**config.mk**
```make
export PLATFORM = sky130hd
export DESIGN_NAME = run_control_flat
export DESIGN_NICKNAME = d
export VERILOG_FILES = /design/src/rtl/run_control_if.sv /design/src/rtl/run_control.sv /design/src/flat_wrapper.sv
export SDC_FILE = /design/constraint.sdc
export NUM_CORES = 1
export LEC_CHECK = 0
export CORE_ASPECT_RATIO = 1.2
export CORE_MARGIN = 10
export CORE_UTILIZATION = 30
export CTS_CLUSTER_SIZE = 28
export DETAILED_ROUTE_END_ITERATION = 8
export PLACE_DENSITY = 0.52
export RECOVER_POWER = 50
export SLEW_MARGIN = 20
export SYNTH_ARGS = -nofsm -noshare
export SYNTH_HDL_FRONTEND = slang
export SYNTH_SLANG_ARGS = --single-unit
export TNS_END_PERCENT = 10
```
**constraint.sdc**
```tcl
create_clock -name fpgaclock -period 5.45 [get_ports fpgaclock]
set_input_delay 1.09 -clock fpgaclock [delete_from_list [all_inputs] [get_ports fpgaclock]]
set_output_delay 1.09 -clock fpgaclock [all_outputs]
set_load 0.01 [all_outputs]
```
**src/rtl/run_control_if.sv**
```systemverilog
// run_control_if: front-panel buttons, CPU halt request and run-control outputs
interface run_control_if #(
  parameter int CYC_WIDTH = 32
);
  logic start;
  logic interrupt;
  logic step;
  logic halted;
  logic cpu_ce;
  logic cpu_rst;
  logic pix_ce;
  logic ready;
  logic busy;
  logic interrupted;
  logic stopped;
  logic [CYC_WIDTH-1:0] cycles;
  modport master (
    output start, interrupt, step, halted,
    input cpu_ce, cpu_rst, pix_ce, ready, busy, interrupted, stopped, cycles
  );
  modport slave (
    input start, interrupt, step, halted,
    output cpu_ce, cpu_rst, pix_ce, ready, busy, interrupted, stopped, cycles
  );
endinterface

```
**src/rtl/run_control.sv**
```systemverilog
// run_control: button-driven IDLE/RUN/PAUSED/HALTED sequencer issuing CPU and pixel clock enables
module run_control #(
  parameter int DIV_MAX   = 2097151,
  parameter int DIV_WIDTH = 21,
  parameter int PIX_DIV   = 2,
  parameter int CYC_WIDTH = 32
) (
  input logic fpgaclock,
  input logic reset,
  run_control_if.slave bus
);
  localparam int PW = $clog2(PIX_DIV);
  typedef enum logic [1:0] {IDLE, RUN, PAUSED, HALTED} state_t;
  state_t state, nxt;
  logic [2:0] s1, s2, s3, ev;
  logic [DIV_WIDTH-1:0] div;
  logic [PW-1:0] pix;
  logic wrap, pix_end, step_ce, ce;
  assign ev = s2 & ~s3;
  assign wrap = div == DIV_WIDTH'(DIV_MAX);
  assign pix_end = pix == PW'(PIX_DIV - 1);
  // next state with interrupt over halt over start/step; ev = {step, interrupt, start}
  always_comb begin
    nxt = state;
    step_ce = 1'b0;
    unique case (state)
      IDLE:    nxt = ev[0] ? RUN : IDLE;
      RUN:     nxt = ev[1] ? PAUSED : bus.halted ? HALTED : RUN;
      PAUSED: begin
        nxt = ev[1] ? RUN : PAUSED;
        step_ce = ~ev[1] & ev[2];
      end
      HALTED: begin
        nxt = ev[0] ? RUN : HALTED;
        step_ce = ~ev[0] & ev[2];
      end
    endcase
    ce = (wrap && state == RUN && nxt == RUN) || step_ce;
  end
  // synchronisers, free-running dividers, state and registered outputs
  always_ff @(posedge fpgaclock) begin
    if (reset) begin
      {s1, s2, s3} <= '0;
      div <= '0;
      pix <= '0;
      state <= IDLE;
      bus.cpu_ce <= 1'b0;
      bus.pix_ce <= 1'b0;
      bus.cycles <= '0;
      bus.ready <= 1'b1;
      bus.cpu_rst <= 1'b1;
      bus.busy <= 1'b0;
      bus.interrupted <= 1'b0;
      bus.stopped <= 1'b0;
    end else begin
      s1 <= {bus.step, bus.interrupt, bus.start};
      s2 <= s1;
      s3 <= s2;
      div <= wrap ? '0 : div + DIV_WIDTH'(1);
      pix <= pix_end ? '0 : pix + PW'(1);
      state <= nxt;
      bus.cpu_ce <= ce;
      bus.pix_ce <= pix_end;
      bus.cycles <= state == IDLE ? '0 : bus.cycles + CYC_WIDTH'(ce);
      bus.ready <= nxt == IDLE;
      bus.cpu_rst <= nxt == IDLE;
      bus.busy <= nxt == RUN;
      bus.interrupted <= nxt == PAUSED;
      bus.stopped <= nxt == HALTED;
    end
  end
endmodule

```
**src/flat_wrapper.sv**
```systemverilog
// flat-port wrapper written by rule: the top's interface ports become plain ports
module run_control_flat 
#(
  parameter int DIV_MAX   = 2097151,
  parameter int DIV_WIDTH = 21,
  parameter int PIX_DIV   = 2,
  parameter int CYC_WIDTH = 32
)
  (fpgaclock, reset, bus_start, bus_interrupt, bus_step, bus_halted, bus_cpu_ce, bus_cpu_rst, bus_pix_ce, bus_ready, bus_busy, bus_interrupted, bus_stopped, bus_cycles);
  run_control_if #(.CYC_WIDTH(CYC_WIDTH)) bus_i ();
  input logic fpgaclock;
  input logic reset;
  input wire logic [$bits(bus_i.start)-1:0] bus_start;
  input wire logic [$bits(bus_i.interrupt)-1:0] bus_interrupt;
  input wire logic [$bits(bus_i.step)-1:0] bus_step;
  input wire logic [$bits(bus_i.halted)-1:0] bus_halted;
  output wire logic [$bits(bus_i.cpu_ce)-1:0] bus_cpu_ce;
  output wire logic [$bits(bus_i.cpu_rst)-1:0] bus_cpu_rst;
  output wire logic [$bits(bus_i.pix_ce)-1:0] bus_pix_ce;
  output wire logic [$bits(bus_i.ready)-1:0] bus_ready;
  output wire logic [$bits(bus_i.busy)-1:0] bus_busy;
  output wire logic [$bits(bus_i.interrupted)-1:0] bus_interrupted;
  output wire logic [$bits(bus_i.stopped)-1:0] bus_stopped;
  output wire logic [$bits(bus_i.cycles)-1:0] bus_cycles;
  assign bus_i.start = bus_start;
  assign bus_i.interrupt = bus_interrupt;
  assign bus_i.step = bus_step;
  assign bus_i.halted = bus_halted;
  assign bus_cpu_ce = bus_i.cpu_ce;
  assign bus_cpu_rst = bus_i.cpu_rst;
  assign bus_pix_ce = bus_i.pix_ce;
  assign bus_ready = bus_i.ready;
  assign bus_busy = bus_i.busy;
  assign bus_interrupted = bus_i.interrupted;
  assign bus_stopped = bus_i.stopped;
  assign bus_cycles = bus_i.cycles;
  run_control #(.DIV_MAX(DIV_MAX), .DIV_WIDTH(DIV_WIDTH), .PIX_DIV(PIX_DIV), .CYC_WIDTH(CYC_WIDTH)) u_core (.fpgaclock(fpgaclock), .reset(reset), .bus(bus_i));
endmodule
```
==> results of run 1 <==
## power groups by stage
stage                     Clock (uW)  Combinational (uW)  Sequential (uW)
final                            564                33.1              533
after CTS                        575                35.1              533
after global placement             0                34.8              544
after floorplan                    0                22.0              542
after global routing             602                37.9              533
after detailed placement           0                34.9              544
## final cells by class
cell class                 count  area, sq um
timing repair buffer          46          452
fill                        1041         6110
clock buffer                  11          233
inverter                       8         30.0
clock inverter                 4         47.5
tap                          126          158
sequential                    71         1420
multi-input combinational    250         1560
## flip-flops by register name, indices dropped and copies added, names as in the netlist
name / count
u_core.bus.interrupted: 1
u_core.bus.busy: 1
u_core.state: 2
u_core.s1: 3
u_core.bus.cpu_rst: 1
u_core.s2: 3
u_core.bus.cycles: 32
u_core.pix: 1
u_core.bus.pix_ce: 1
u_core.div: 21
u_core.s3: 3
u_core.bus.cpu_ce: 1
u_core.bus.stopped: 1
## through the flow
stage | hold WS (ns) | area (sq um) | power [uW]
final | 0.400 | 3900 | 1130
after detailed placement | 0.394 | 3620 | 579
after CTS | 0.401 | 3900 | 1140
after floorplan | 0.385 | 3070 | 564
after global placement | 0.392 | 3620 | 579
after global routing | 0.405 | 3900 | 1170
## cell families after synthesis
family | share of synthesized area [%]
AOI/OAI and AO/OA | 12.8
xor gates and xnor gates | 6.85
adders and majority gates | 1.22
buffers and inverters | 3.06
DFF | 46.3
and+or+nand+nor | 29.7
## per-layer routing
metal / track usage (%) / wire length (microns)
met5: 0 / 0
met1: 11.7 / 3290
met4: 5.46 / 144
met3: 2.96 / 387
met2: 15.7 / 3250
## layout by cell type, fill, tap and decap left out, drive strengths merged, types with 2 or more instances in the layout
| cell type | n |
|---|---|
| and4 | 11 |
| nor4 | 4 |
| clkbuf | 12 |
| or3 | 11 |
| nand3b | 2 |
| or4 | 14 |
| clkdlybuf4s50 | 27 |
| inv | 8 |
| dfxtp | 71 |
| nor3 | 7 |
| a21oi | 23 |
| dlygate4sd3 | 17 |
| xor2 | 13 |
| o31ai | 14 |
| a31oi | 4 |
| and2 | 4 |
| o21ai | 9 |
| xnor2 | 11 |
| nor2b | 12 |
| nor2 | 37 |
| clkinv | 2 |
| nand3 | 18 |
| nand4 | 13 |
| a41o | 3 |
| nand2 | 24 |
| ha | 3 |
## path summary, 6_finish.rpt
path                                     from               endpoint  slack [ns]  cells past startpoint
worst max-delay path               bus_halted  u_core.bus.cycles[24]        1.66                      9
worst min-delay path               u_core.pix             u_core.pix        0.40                      1
worst max register to register  u_core.div[0]  u_core.bus.cycles[24]        1.86                     11
worst min register to register     u_core.pix             u_core.pix        0.40                      1
## worst reg2reg max path, stage by stage (launching register included)
cell                      delay (ns)
sky130_fd_sc_hd__dfxtp_1        0.36
sky130_fd_sc_hd__ha_1           0.23
sky130_fd_sc_hd__nand4_1        0.18
sky130_fd_sc_hd__nor4_1         0.44
sky130_fd_sc_hd__nand3_1        0.18
sky130_fd_sc_hd__o31ai_1        0.24
sky130_fd_sc_hd__ha_1           0.25
sky130_fd_sc_hd__ha_1           0.22
sky130_fd_sc_hd__nand3_2        0.20
sky130_fd_sc_hd__or3_1          0.57
sky130_fd_sc_hd__or4_1          0.52
sky130_fd_sc_hd__a21oi_1        0.14
==> run summary, run 1 <==
The run finished with clean final reports. The core region is 10000 sq um. The count of buffering cells on the critical path with inverters included came out at 1. The die is 112 microns wide. Dividing the detail-routed via count by the number of cells gives 5.11.

The proportion of layout cells with a drive suffix above 1 is 5.38%, and the growth of design area from synthesis to finish is 27.1%. Clock skew on the completed layout was measured at 0.00444 ns. Across the run, the number of max-cap violations was 0. The critical path goes through clkdlybuf4s50_1 -> or3_1 -> o31ai_1 -> ha_1 -> ha_1 -> nand3_2 -> or3_1 -> or4_1 -> a21oi_1. 0 antenna diodes ended up in the layout. After the first detailed-routing iteration, the DRC count stood at 83.

For the count of clock tree sinks, the log shows 71. For the worst setup path, the data required time is 5.71 ns. Gates resized during post-CTS repair numbered 0.

The net total in the final layout is 395. The largest net degree at the start of global routing is 31. The clock transition at the register clock pins on the worst setup and hold paths after CTS is 0.06 ns. IR analysis of the VDD net gives a maximum drop of 130 uV. Clock latency on the worst-skew pair, taken at its later pin, is 0.33 ns.

For this design the static power due to leakage is 0.00129 uW. The element type at the critical path start is a primary input. Setup repair after global routing left no endpoint under its margin. The worst path needs 3.79 ns of the cycle, external delays included. The count of H-tree levels built during CTS came out at 3.

The count of endpoints failing hold in the final timing report is 0. The kind of cell with the highest combined delay along the critical path is simple AND/OR/NAND/NOR gates. The routed layout has 2636 vias. The tools report the worst max-slew margin expressed relative to the limit as 29.3%. The non-filler instance count after layout was 516. The tree is rooted in a sky130_fd_sc_hd__clkbuf_16. At the pin with the least slew margin, the transition time is 1.06 ns. Synthesis produced a netlist whose cell count is 343. The tools report the number of distinct library cells after synthesis as 42.

TritonCTS built the clock tree. The mean cell area of the mapped netlist was 8.94 sq um; the synthesized flop and latch total was 71. The first detailed-routing pass ran for 4 iterations. The largest stage delay on the critical path is 0.57 ns.

The total count of max-transition violations in the final report was 0; the final design utilization was 38.9%. The number of port buffers was 44. The switching power came out at 237 uW.

For this design, the CTS-stage hold fixing added 0 buffers. For the sequential area share after synthesis, the log shows 46.3%. Cell type of the slowest stage on the worst timing path: sky130_fd_sc_hd__or3_1.

Combinational cells account for 2.9% of the total power. Buffers inserted during clock tree synthesis total 9. The number of placement rows was 40. By count the netlist is led by 71 x sky130_fd_sc_hd__dfxtp_1, 37 x sky130_fd_sc_hd__nor2_1, 24 x sky130_fd_sc_hd__nand2_1. The aggregate global routing overflow is 0, and the post-route DRC violation count is 0. The area of the die is 14700 sq um, and the number of flops mapped to enable cells by yosys is 0.

The tools report the number of warnings reported in the yosys synthesis log as 0. The fraction of power consumed by sequential logic is 47.2%, and the final worst setup slack is 1.66 ns. The logs give 30.6% for the effective utilization at floorplan and 4.06 ns for the data arrival time of the critical path.

For the number of nets still failing antenna checks after routing, the log shows 0. Wire length reported by the detailed router: 7070 microns. By instance count, the leading cell after synthesis is sky130_fd_sc_hd__dfxtp_1. The tools report the element type at the critical path end as a flop.

The maximum net fanout on the critical path works out to 11. The logs give 0 ns for the final-layout setup total negative slack and 4960 microns for the post-DP HPWL. Dividing the detail-routed wire length by the instance count gives 13.7 microns.

Of the total power, the share spent switching nets is 21.0%. The fraction of post-synthesis cell area in the top cell type by area works out to 46.3%. The initial antenna violation count was 0; the number of global-route vias before repair was 2499. The tools report the maximum buffer depth of the clock tree as 2. The tools report the wire length of the first global-routing pass as 12100 microns. For the count of final setup violators, the log shows 0. The final weighted congestion in routability-driven placement was 0.774; the global routing usage summed across all routing layers was 9.86%. Counting every net in the synthesized netlist gives 352. Power spread over the standard cell area amounts to 290 nW/um^2. After synthesis the cells add up to 3070 sq um. Biggest area consumer among synthesized cells: sky130_fd_sc_hd__dfxtp_1. Derived from the worst setup path, the maximum achievable clock frequency is 264 MHz. For this design the top-level I/O count stands at 45. Worst setup slack after placement: 1.32 ns.

Worst min-delay path category: flop to flop. Class of the most critical setup path: primary input to flop. Of the total power, the clock network draws 49.9%. Ranked by total cell area, the synthesized netlist is headed by sky130_fd_sc_hd__dfxtp_1 46%, sky130_fd_sc_hd__nor2_1 4.5%, sky130_fd_sc_hd__a21oi_1 3.8%. The number of buffers added for setup after CTS is 0, and the ratio of final minimum period to clock period is 69.6%.

For this run, the leading register cell type out of synthesis is sky130_fd_sc_hd__dfxtp_1. In the synthesized netlist the async set-or-reset flop fraction comes to 0%. The design internal power was 892 uW; the die extent in y was 131 microns. After detailed placement, the design holds a cell count of 501.
(Power assumes the default switching activity.)
==> inputs of run 2 (changes only) <==
==> constraint.sdc (replaced) <==
create_clock -name fpgaclock -period 3.5 [get_ports fpgaclock]
set_input_delay 0.7 -clock fpgaclock [delete_from_list [all_inputs] [get_ports fpgaclock]]
set_output_delay 0.7 -clock fpgaclock [all_outputs]
set_load 0.01 [all_outputs]
==> run summary, run 2 (synthesis gave the netlist of run 1 again) <==
In the final layout, the registers with the most flip-flops are u_core.bus.cycles x32, u_core.div x21. Dividing total power by cell area gives a power density of 471 nW/um^2. The die extent in x came out at 112 microns. The worst setup path is captured at a flop.

In this run the standard cell core region covers 10000 sq um. For the count of clock tree sinks, the log shows 71. The slowest stage of the critical path belongs to the cell sky130_fd_sc_hd__or4_1. Maximum buffer depth of the clock tree: 2. The tools report the clock root buffer as sky130_fd_sc_hd__clkbuf_16.

The clock latency reported for the late side of the worst-skew pair came out at 0.33 ns. For the number of primary I/O pins, the log shows 45. The path class of the tightest hold or removal check is flop to flop. The mean number of vias per cell works out to 5.09. Clock transition at the register clock pins on the worst setup and hold paths after CTS: 0.06 ns.

The flow ran to the end, and the final reports show no timing, DRC or antenna violations. In this run, CTS created clock tree buffers numbering 9. The tools report the data arrival time of the critical path as 3.45 ns.

Entering global routing, the biggest net connects 25 pins. The largest stage delay on the critical path is 0.50 ns, and the final weighted congestion in routability-driven placement is 0.777. The worst path in the final design needs a cycle of 3.19 ns, including I/O delays and setup. The number of global-route vias before repair is 2451. The aggregate global routing overflow is 0, and the final worst setup slack is 0.309 ns.

Slew at the pin closest to its max-slew limit: 1.01 ns. The register with the most flip-flops in the layout has 32 of them. IR analysis of the VDD net gives a maximum drop of 212 uV. The run gives 7230 microns as the wire length reported by the detailed router.

In the layout the commonest cells are 71 x sky130_fd_sc_hd__dfxtp_1, 37 x sky130_fd_sc_hd__nor2_1, 24 x sky130_fd_sc_hd__nand2_1, 24 x sky130_fd_sc_hd__clkdlybuf4s50_1, 23 x sky130_fd_sc_hd__a21oi_1. The growth of design area from synthesis to finish came out at 31.1%. TritonCTS built the clock tree.

The routed length per placed instance came out at 13.8 microns. Across the run, the number of max-cap violations was 0. The first detailed-routing pass took 4 iterations.

Startpoint of the most critical hold path: u_core.pix. Summed over all cells, the static leakage comes to 0.00137 uW. Setup repair after global routing left no endpoint under its margin. In the final layout, the share of cells above drive strength 1 is 8.27%.

The net count of the finished layout is 403. After detailed routing, the number of remaining DRC violations is 0. Once detailed placement completed, the half-perimeter wirelength came to 5250 microns.

The number of placed instances, taps included, is 509. The repair_antennas step left the layout with diodes totalling 0. The effective utilization at floorplan is 30.6%, and the maximum net fanout on the critical path is 13.

The initialized floorplan defines 40 standard-cell rows. In this run the vertical extent of the chip is 131 microns. The count of buffering cells on the critical path with inverters included came out at 1.

Tracing the worst setup path back leads to its startpoint at u_core.div[0]. Overall via count from detail_route: 2671. The number of port buffers was 44. The worst setup path is of the flop to flop kind. The total count of max-transition violations in the final report is 0, and the clock skew after layout is 0.00805 ns. The detail route stage leaves a number of antenna-violating nets equal to 0. The detailed router finished its first iteration with 137 violations. The number of filler instances in the final layout is 1034, and the worst setup slack after placement is 0.0456 ns.

After routing the design area is 4020 sq um. The top cell family by delay on the critical path was simple AND/OR/NAND/NOR gates. The tools report the worst max-slew margin expressed relative to the limit as 32.5%. Measured on the finished design, the core utilization comes to 40.2%.

The first global-routing pass estimated 12000 microns of wire. The count of cells resized by post-cts repair is 0. The element type at the critical path start was a flop. After layout, the worst path uses 91.2% of the clock period. For this design, the CTS-stage hold fixing added 0 buffers. The die covers 14700 sq um. The logs give 0 ns for the final-layout setup total negative slack and 0 for the initial antenna violation count. Source of the worst register-to-register timing path: u_core.div[0].

Buffers added to address setup during post-CTS repair amount to 0. The logs give 313 MHz for the highest achievable clock rate and 0 for the count of endpoints failing hold in the final timing report. The cell area reported after detailed placement came out at 3680 sq um. The logs give 9.99% for the global routing usage summed across all routing layers and 0 for the count of final setup violators.

In this run the number of H-tree levels came out at 3. The finished layout holds 525 standard cells, fillers aside. Leaving out fill and tap cells, the most frequent cell in the layout is sky130_fd_sc_hd__dfxtp_1. The required time of the worst setup path came out at 3.76 ns.

Traced cell by cell, the critical path runs through ha_1 -> nand4_1 -> nor4_2 -> nand3_1 -> o31ai_1 -> ha_1 -> buf_4 -> nand4_1 -> or3_4 -> or4_1 -> a21oi_1. Counting flops per register, the top entry is u_core.bus.cycles.
run 2: cell count changes in the layout (fill, tap and decap cells not counted), sizes merged:
| cell | before | now |
|---|---|---|
| buf | 1 | 9 |
| clkdlybuf4s50 | 27 | 24 |
| bufinv | 1 | 2 |
| dlygate4sd3 | 17 | 20 |
| clkbuf | 12 | 13 |
| clkinvlp | 1 | 0 |
run 2: final timing paths:
kind / to / slack, ns / cells after the start
setup / recovery: u_core.bus.cycles[27] / 0.31 / 11
hold / removal: u_core.pix / 0.40 / 1
setup reg to reg: u_core.bus.cycles[27] / 0.31 / 11
hold reg to reg: u_core.pix / 0.40 / 1
run 2: cell type report:
| class | count | area (sq um) | share of cell area, % |
|---|---|---|---|
| multi-input cells | 250 | 1570 | 39.0 |
| flip-flops and latches | 71 | 1420 | 35.3 |
| repair buffers | 54 | 512 | 12.7 |
| clock buffers | 12 | 256 | 6.38 |
| well taps | 126 | 158 | 3.92 |
| clock inverters | 4 | 77.6 | 1.93 |
| inverters | 8 | 30.0 | 0.747 |
run 2: metal layers:
layer	track usage (%)	part of all wire, %	wire, microns	vias to the layer above
li1	-	-	-	1354
met3	3.10	6.3	459	12
met5	0	0	0	-
met1	11.0	44	3150	1249
met4	6.05	2.4	170	0
met2	16.6	48	3450	56
run 2: power by group:
part           switching (uW)  total (uW)  internal (uW)
logic                    28.6        52.6           24.0
clock network             345        1010            665
registers                8.82         829            820
total                     383        1890           1510
run 2: metrics by stage:
stage / total power (uW) / hold WS [ns]
detailed placement: 903 / 0.398
global route: 1960 / 0.423
CTS: 1920 / 0.405
floorplan: 879 / 0.385
global placement: 902 / 0.392
finish: 1890 / 0.404
run 2: worst reg2reg max path, cell delays in order, from the launching register on:
cell and delay [ns]:
sky130_fd_sc_hd__dfxtp_1 0.37, sky130_fd_sc_hd__ha_1 0.24, sky130_fd_sc_hd__nand4_1 0.20, sky130_fd_sc_hd__nor4_2 0.38
sky130_fd_sc_hd__nand3_1 0.16, sky130_fd_sc_hd__o31ai_1 0.22, sky130_fd_sc_hd__ha_1 0.21, sky130_fd_sc_hd__buf_4 0.12
sky130_fd_sc_hd__nand4_1 0.11, sky130_fd_sc_hd__or3_4 0.48, sky130_fd_sc_hd__or4_1 0.50, sky130_fd_sc_hd__a21oi_1 0.15
==> inputs of run 3 (changes only) <==
--- a/config.mk
+++ b/config.mk
@@ -10,6 +10,7 @@
 export CORE_UTILIZATION = 30
 export CTS_CLUSTER_SIZE = 28
 export DETAILED_ROUTE_END_ITERATION = 8
+export GPL_ROUTABILITY_DRIVEN = 0
 export PLACE_DENSITY = 0.52
 export RECOVER_POWER = 50
 export SLEW_MARGIN = 20
==> results of run 3 <==
Same layout as run 2: the final DEF is identical, and so are final timing and power.
